## config.mk

```make
export PLATFORM = sky130hd
export DESIGN_NAME = sce_ram_ctrl
export DESIGN_NICKNAME = d
export VERILOG_FILES = /design/src/rtl/sce_ram_ctrl.sv
export SDC_FILE = /design/constraint.sdc
export NUM_CORES = 1
export LEC_CHECK = 0
export CAP_MARGIN = 20
export CELL_PAD_IN_SITES_DETAIL_PLACEMENT = 1
export CELL_PAD_IN_SITES_GLOBAL_PLACEMENT = 1
export CORE_UTILIZATION = 40
export DETAILED_ROUTE_END_ITERATION = 6
export PLACE_DENSITY = 0.85
export SYNTH_ARGS = -nofsm -noshare
export SYNTH_HDL_FRONTEND = slang
export SYNTH_SLANG_ARGS = --single-unit
```

## constraint.sdc

```tcl
create_clock -name clk -period 2.1 [get_ports clk]
set_input_delay 0.315 -clock clk [delete_from_list [all_inputs] [get_ports clk]]
set_output_delay 0.315 -clock clk [all_outputs]
set_load 0.02 [all_outputs]
```

## src/rtl/sce_ram_ctrl.sv

```systemverilog
// rtl/sce_ram_ctrl.sv - SCE engine to single-port crypto SRAM controller with credit-checked read FIFO and scrub sequencer
module sce_ram_ctrl #(
  parameter int              AW           = 10,
  parameter int              DW           = 36,
  parameter int              RSP_DEPTH    = 4,
  parameter logic [DW-1:0]   CLR_VAL      = '0,
  parameter bit              CLR_ON_RESET = 1'b1
) (
  input  logic          clk,
  input  logic          resetn,
  input  logic          req_valid,
  output logic          req_ready,
  input  logic          req_we,
  input  logic [AW-1:0] req_addr,
  input  logic [DW-1:0] req_wdata,
  input  logic [DW-1:0] req_wmask,
  output logic          rsp_valid,
  input  logic          rsp_ready,
  output logic [DW-1:0] rsp_rdata,
  input  logic          clr_start,
  output logic          clr_busy,
  output logic          clr_done,
  output logic          ram_cen,
  output logic          ram_gwen,
  output logic [DW-1:0] ram_wen,
  output logic [AW-1:0] ram_a,
  output logic [DW-1:0] ram_d,
  input  logic [DW-1:0] ram_q
);

  localparam int PW = (RSP_DEPTH > 1) ? $clog2(RSP_DEPTH) : 1;
  localparam int CW = $clog2(RSP_DEPTH + 3);
  localparam logic [AW-1:0] LAST_ADDR = {AW{1'b1}};

  typedef enum logic {IDLE, SWEEP} state_t;

  state_t        state, state_nx;
  logic          boot_pend;
  logic          done_q;
  logic          sweep;
  logic [AW-1:0] clr_cnt;
  logic          rd_s1, rd_s2;
  logic [DW-1:0] fifo_mem [RSP_DEPTH];
  logic [PW-1:0] wr_ptr, rd_ptr;
  logic [CW-1:0] fifo_cnt;
  logic [CW-1:0] occ;
  logic          req_fire, rd_fire, push, pop;

  function automatic logic [PW-1:0] ptr_inc(input logic [PW-1:0] p);
    return (p == PW'(RSP_DEPTH - 1)) ? '0 : p + PW'(1);
  endfunction

  // Credits cover FIFO entries plus both read pipeline stages, so a push never overflows.
  assign occ       = fifo_cnt + CW'(rd_s1) + CW'(rd_s2);
  assign req_ready = !clr_busy && !clr_start && (req_we || (occ < CW'(RSP_DEPTH)));
  assign req_fire  = req_valid && req_ready;
  assign rd_fire   = req_fire && !req_we;
  assign push      = rd_s2;
  assign rsp_valid = (fifo_cnt != '0);
  assign pop       = rsp_valid && rsp_ready;
  assign rsp_rdata = fifo_mem[rd_ptr];
  assign clr_done  = done_q;

  always_ff @(posedge clk or negedge resetn) begin
    if (!resetn) state <= IDLE;
    else         state <= state_nx;
  end

  always_comb begin
    state_nx = state;
    case (state)
      IDLE:    if (clr_start || boot_pend) state_nx = SWEEP;
      SWEEP:   if (clr_cnt == LAST_ADDR)   state_nx = IDLE;
      default: state_nx = IDLE;
    endcase
  end

  always_comb begin
    sweep    = (state == SWEEP);
    clr_busy = sweep;
  end

  always_ff @(posedge clk or negedge resetn) begin
    if (!resetn) begin
      boot_pend <= CLR_ON_RESET;
      done_q    <= 1'b0;
      clr_cnt   <= '0;
    end else begin
      boot_pend <= 1'b0;
      done_q    <= sweep && (clr_cnt == LAST_ADDR);
      if (!sweep && state_nx == SWEEP)         clr_cnt <= '0;
      else if (sweep && clr_cnt != LAST_ADDR)  clr_cnt <= clr_cnt + AW'(1);
    end
  end

  // Scrub and request cycles never coincide: req_ready is low throughout SWEEP.
  always_ff @(posedge clk or negedge resetn) begin
    if (!resetn) begin
      ram_cen  <= 1'b1;
      ram_gwen <= 1'b1;
      ram_wen  <= '1;
      ram_a    <= '0;
      ram_d    <= '0;
    end else if (sweep) begin
      ram_cen  <= 1'b0;
      ram_gwen <= 1'b0;
      ram_wen  <= '0;
      ram_a    <= clr_cnt;
      ram_d    <= CLR_VAL;
    end else if (req_fire) begin
      ram_cen  <= 1'b0;
      ram_gwen <= !req_we;
      ram_wen  <= req_we ? ~req_wmask : '1;
      ram_a    <= req_addr;
      if (req_we) ram_d <= req_wdata;
    end else begin
      ram_cen  <= 1'b1;
      ram_gwen <= 1'b1;
      ram_wen  <= '1;
    end
  end

  always_ff @(posedge clk or negedge resetn) begin
    if (!resetn) begin
      rd_s1    <= 1'b0;
      rd_s2    <= 1'b0;
      wr_ptr   <= '0;
      rd_ptr   <= '0;
      fifo_cnt <= '0;
    end else begin
      rd_s1 <= rd_fire;
      rd_s2 <= rd_s1;
      if (push) wr_ptr <= ptr_inc(wr_ptr);
      if (pop)  rd_ptr <= ptr_inc(rd_ptr);
      case ({push, pop})
        2'b10:   fifo_cnt <= fifo_cnt + CW'(1);
        2'b01:   fifo_cnt <= fifo_cnt - CW'(1);
        default: fifo_cnt <= fifo_cnt;
      endcase
    end
  end

  always_ff @(posedge clk) begin
    if (push) fifo_mem[wr_ptr] <= ram_q;
  end

endmodule
```

Yosys cells after proc, flatten, opt, wreduce, memory -nomap -nowiden
Memories as Yosys holds them, arrays and structs flattened.
Cells that the tools add are included.
- register bits: 106
- bits in latches: 0
- bits in writable memories: 144
- memory bits (read-only): 0
- bits of input ports: 124
- output and inout bits: 124
- logic and storage cells: 72
- memories kept: 1
- add/subtract/negate cells: 7
- multiply operators: 0
- divide/modulo/power cells: 0
- $lt $le $gt $ge: 1
- equality and inequality tests: 6
- shift-type cells: 0
- multiplexer cells: 22
- bitwise logic cells: 2
- reductions and logical operators: 19
- memories (name ; depth ; bits a word ; rd ports ; clocked after memory_dff ; wr ports ; RTL line ; RTL):
    fifo_mem ; 4 ; 36 ; 1 ; 0 ; 1 ; 43 ; logic [DW-1:0] fifo_mem [RSP_DEPTH];
- operators by type and width (kind ; number):
    $mux 36 ; 6
    $mux 10 ; 4
    $not 36->36 ; 1
    $add 10x1->10 const B ; 1
    $eq 10x10->1 const B ; 1
    $ne 10x10->1 const B ; 1
    $logic_and 1x1->1 ; 8
    $mux 1 ; 8
    $reduce_bool 2->1 ; 4
    $add 3x1->3 ; 2
    $eq 2x2->1 const B ; 3
    $pmux 3 s2 ; 1
    $add 2x1->2 const B ; 2
    $mux 2 ; 2
    $add 3x1->3 const B ; 1
    $logic_not 1->1 ; 3
    $lt 3x3->1 const B ; 1
    $reduce_bool 3->1 ; 1
    $sub 3x1->3 const B ; 1
    $eq 2x1->1 const B ; 1
    $logic_or 1x1->1 ; 2
    $pmux 1 s2 ; 1
    $reduce_and 2->1 ; 1
    $not 1->1 ; 1

Logic depth before layout (Yosys ltp)
- depth in word-level cells: 8
- gate-level depth with buffers: 9

Least setup slack after synthesis
OpenSTA, ideal clock, no wires.
- path type: register -> register
- start: register fifo_cnt[1]
- end: register fifo_cnt[2]
- arrival: 1808 ps
- data required time: 1975 ps
- slack: 167 ps
- cell stages (with the launch flop): 10
- period minus slack after synthesis: 1933 ps
- cell sequence: dfrtp_1 -> or3_1 -> nand2_1 -> inv_1 -> ha_1 -> inv_1 -> fa_1 -> xor2_1 -> nor2_1 -> xor2_1
- word-level cells in the longest chain between the ends: 4
- elaborated cells between the ends (all ways): 8
- classes of those cells: add/sub: 2; eq/ne: 2; mux: 1; reduce/logical: 3
- RTL lines (element ; RTL line ; RTL):
    from (decl) ; 45 ; logic [CW-1:0] fifo_cnt;
    from (signal assigned) ; 136 ; 2'b10: fifo_cnt <= fifo_cnt + CW'(1);
    from (signal assigned) ; 137 ; 2'b01: fifo_cnt <= fifo_cnt - CW'(1);
    from (signal assigned) ; 138 ; default: fifo_cnt <= fifo_cnt;
    $reduce_bool 3->1 (*) ; 59 ; assign rsp_valid = (fifo_cnt != '0);
    via rsp_valid ; 17 ; output logic rsp_valid,
    $logic_and 1x1->1 (*) ; 60 ; assign pop = rsp_valid && rsp_ready;
    $eq 2x1->1 / $eq 2x2->1 (equally long branches) ; 135 ; case ({push, pop})
    $pmux 3 s2 / $reduce_bool 2->1 (equally long branches) ; - ;
The timed path passes the listed nets; every way through them passes the cells marked *.
A chain may end at the register's enable or synchronous reset.

Final worst setup path
- start: register rd_s2 (netlist: push)
- end: output port req_ready
- word-level cells in the longest chain between the ends: 4
- RTL lines (element ; RTL line ; RTL):
    from (decl) ; 42 ; logic rd_s1, rd_s2;
    from (signal assigned) ; 132 ; rd_s2 <= rd_s1;
    $add 3x1->3 ; 54 ; assign occ = fifo_cnt + CW'(rd_s1) + CW'(rd_s2);
    $lt 3x3->1 ; 55 ; assign req_ready = !clr_busy && !clr_start && (req_we || (occ < CW'(RSP_DEPTH)));
    $logic_or 1x1->1 ; 55 ;
    $logic_and 1x1->1 ; 55 ;
    to (decl) ; 12 ; output logic req_ready,
Every way passes these cells.

==> impl_metrics.json <==
{
  "syn_nets": 732,
  "post-route-drc-count": 0,
  "avgSynthCellArea_sq_um": 15.94,
  "finalPower_uw": 14110,
  "htreeDepth": 1,
  "synth-seq-cells": 250,
  "fp.dieH_um": 156.5,
  "vias": 6236,
  "arrival_ns": 2.00,
  "violations": "setup timing",
  "max_freq_mhz": 432.3,
  "outcome": "complete, but fails checks",
  "clkTransAtPathRegs_ns": 0.06,
  "fin_nets": 1019,
  "syn_area_sq_um": 9550,
  "fin_worst_skew_ns": 0.01409,
  "wl_per_cell_um": 21.13,
  "start_util_pct": 40.69,
  "place_inst": 1163,
  "start_kind": "register",
  "syn_inst": 599,
  "r2r_setup_slack_ns": 0.06,
  "routed_via_density": 5.078,
  "cp_max_fo": 3,
  "hold_ws_ns": 0.2829,
  "synthFlopType": "edfxtp_1",
  "grt_start_max_net_pins": 79,
  "dpl.hpwl_um": 17160,
  "timing.final.crit_share_pct": 110.2,
  "clockPowerShare_pct": 32.1,
  "grt.overflow.total": 0,
  "dieArea_sq_um": 24500,
  "power_switching_uw": 3939,
  "ios": 248,
  "cts_root_buffer": "clkbuf_16",
  "num_rows": 56,
  "insertion_delay_ns": 0.53,
  "maxCapViolCount": 0,
  "synth_edf_count": 144,
  "setup_viol": 34,
  "ys_async_sr_fraction_pct": 42.40,
  "wl_um": 25940,
  "io_buffer_count": 247,
  "placed_area_sq_um": 12650,
  "cp.required_ns": 1.78,
  "grt_pass1_vias": 6926,
  "syn2layout_area_growth_pct": 43.60,
  "peakVddDrop_uv": 708.9,
  "worstMarginPinSlew_ns": 0.8621,
  "setup_ws_ns": -0.2133,
  "ys.warnings.count": 0,
  "slew-limit-headroom_pct": 42.53,
  "slew_violations": 0,
  "finalHoldViolCount": 0,
  "core_sq_um": 23470,
  "drtPass1Iterations": 4,
  "postRouteAntennaNets": 0,
  "power_frac_seq_pct": 39.8,
  "clock-sinks": 250,
  "p_int_uw": 10170,
  "antenna_found_initial": 3,
  "p_comb_share_pct": 28.1,
  "fin_setup_tns_ns": -3.542,
  "leakage_uw": 0.005072,
  "cts_buffers": 28,
  "filler_cell_count": 2234,
  "critPathKind": "reg -> out",
  "ys_types": 48,
  "drtIter0Drc": 310,
  "final_cell_area_sq_um": 13710,
  "hold_path_class": "in -> async",
  "grtUsageTotal_pct": 21.14,
  "cts_tree": "done",
  "end_kind": "output port",
  "power.density_nw_per_um2": 1029,
  "grt_pass1_wl_um": 39110,
  "gp_congestion": 0.7464,
  "layout-drive-gt1-share_pct": 24.04,
  "synth-seq-area-share_pct": 73.56,
  "clockBufferDepth": 3,
  "layoutNonFillerInstCount": 1228,
  "switching_share_pct": 27.92,
  "rsz0062_at_grt": "true",
  "layout_min_cycle_time_ns": 2.313,
  "die_w_um": 156.5
}
-- layer usage --
metal	up-vias	wire length, um	share of wire (%)	track usage [%]
li1	2810	-	-	-
met1	3170	10080	39	24.26
met2	226	13160	51	37.65
met3	30	2331	9.0	7.477
met4	0	364	1.4	4.855
met5	-	0	0	0
-- power groups by stage --
| stage | Sequential [uW] | Clock (uW) | Combinational [uW] |
|---|---|---|---|
| after detailed placement | 5700 | 0 | 3540 |
| after floorplan | 5690 | 0 | 1850 |
| after CTS | 5600 | 4650 | 3890 |
| after global placement | 5690 | 0 | 3440 |
| after global routing | 5640 | 4850 | 4220 |
| final | 5610 | 4540 | 3960 |
-- cells in the mapped netlist (3+ instances only) --
library cell  count  area share (%)
edfxtp_1        144              45
nand2_1          85             3.3
a21oi_1          76             4.0
dfrtp_1          67              18
dfstp_2          39              11
mux4_2           36             8.5
o21ai_0          25             1.3
buf_2            14            0.73
clkbuf_1         12            0.47
inv_1            10            0.39
mux2i_1          10             1.0
ha_1              8             1.0
nor2_1            6            0.24
or3_1             6            0.39
and2_1            5            0.33
nand3_1           5            0.26
nor3_1            5            0.26
a21o_1            3            0.24
buf_1             3            0.12
nor4b_1           3            0.28
-- cells in the final DEF, fill, tap and decap left out, types with 3 or more instances in the layout --
cell type and count:
buf_4 23, mux2i_1 10, nor4b_1 3, mux4_2 36, dfstp_2 39, o21ai_0 25
and2_2 5, nand3_1 5, clkbuf_16 30, clkbuf_8 3, nor3_1 5, inv_1 10
buf_6 39, dfrtp_1 64, buf_2 4, clkbuf_1 7, clkinv_2 6, edfxtp_1 144
a21oi_1 74, or3_1 6, clkdlybuf4s50_1 208, buf_12 13, clkinv_1 4, ha_1 7
a21o_1 3, nor2_1 6, nand2_1 85
-- flip-flops by register name (all words and copies together), names as in the netlist, 2 cells and up --
signal	flops
clr_cnt	10
fifo_cnt	3
fifo_mem	144
ram_a	10
ram_d	36
ram_wen	36
rd_ptr	2
wr_ptr	2
-- worst paths after layout --
check	start	endpoint	cells after the start
hold reg to reg	rd_s1	push	0
setup / recovery	push	req_ready	6
hold / removal	resetn	ram_d[1]	2
max in group asynchronous	resetn	ram_wen[5]	3
setup reg to reg	fifo_cnt[0]	fifo_cnt[2]	10
min in group clk	req_wmask[25]	ram_wen[25]	2
-- stage by stage --
step           setup slack [ns]  util, %
3_5_place_dp            -0.1439    53.90
2_1_floorplan            0.1669        -
6_report                -0.2133    58.43
4_1_cts                 -0.2595    58.13
5_1_grt                 -0.3137    58.41
3_3_place_gp            -0.1349    53.90
-- worst max-delay path, cell delays in order, from the launching register on --
cell and delay (ns):
dfrtp_1 0.40, ha_4 0.27, a21oi_2 0.06, or3_1 0.33
a21oi_2 0.17, nor3_1 0.07, buf_4 0.16
-- layout make-up --
type	count	area, sq um	share of cell area [%]
well taps	319	399.1	2.910
flip-flops and latches	250	7032	51.27
clock inverters	12	61.31	0.4470
repair buffers	290	3024	22.05
clock buffers	39	793.3	5.784
multi-input cells	305	2359	17.20
diodes	2	5.005	0.03649
inverters	11	41.29	0.3011
-- kinds of logic after synthesis --
family | Yosys count | share of synthesized area (%)
DFF | 250 | 73.56
buffers and inverters | 44 | 2.018
other | 1 | 0.03927
muxes | 50 | 10.09
adders and majority gates | 9 | 1.258
xor gates and xnor gates | 4 | 0.3669
AOI/OAI and AO/OA | 115 | 6.538
and+or+nand+nor | 126 | 6.131
-- timing repair --
item	4_1_cts	5_1_grt
pin swaps	1	0
setup buffers	10	1
endpoints found under the setup margin	38	39
hold endpoints to repair	20	0
hold buffers	1	0
gates cloned	2	1
resized for setup	210	32
No activity file was read; power rests on OpenSTA's default activity.
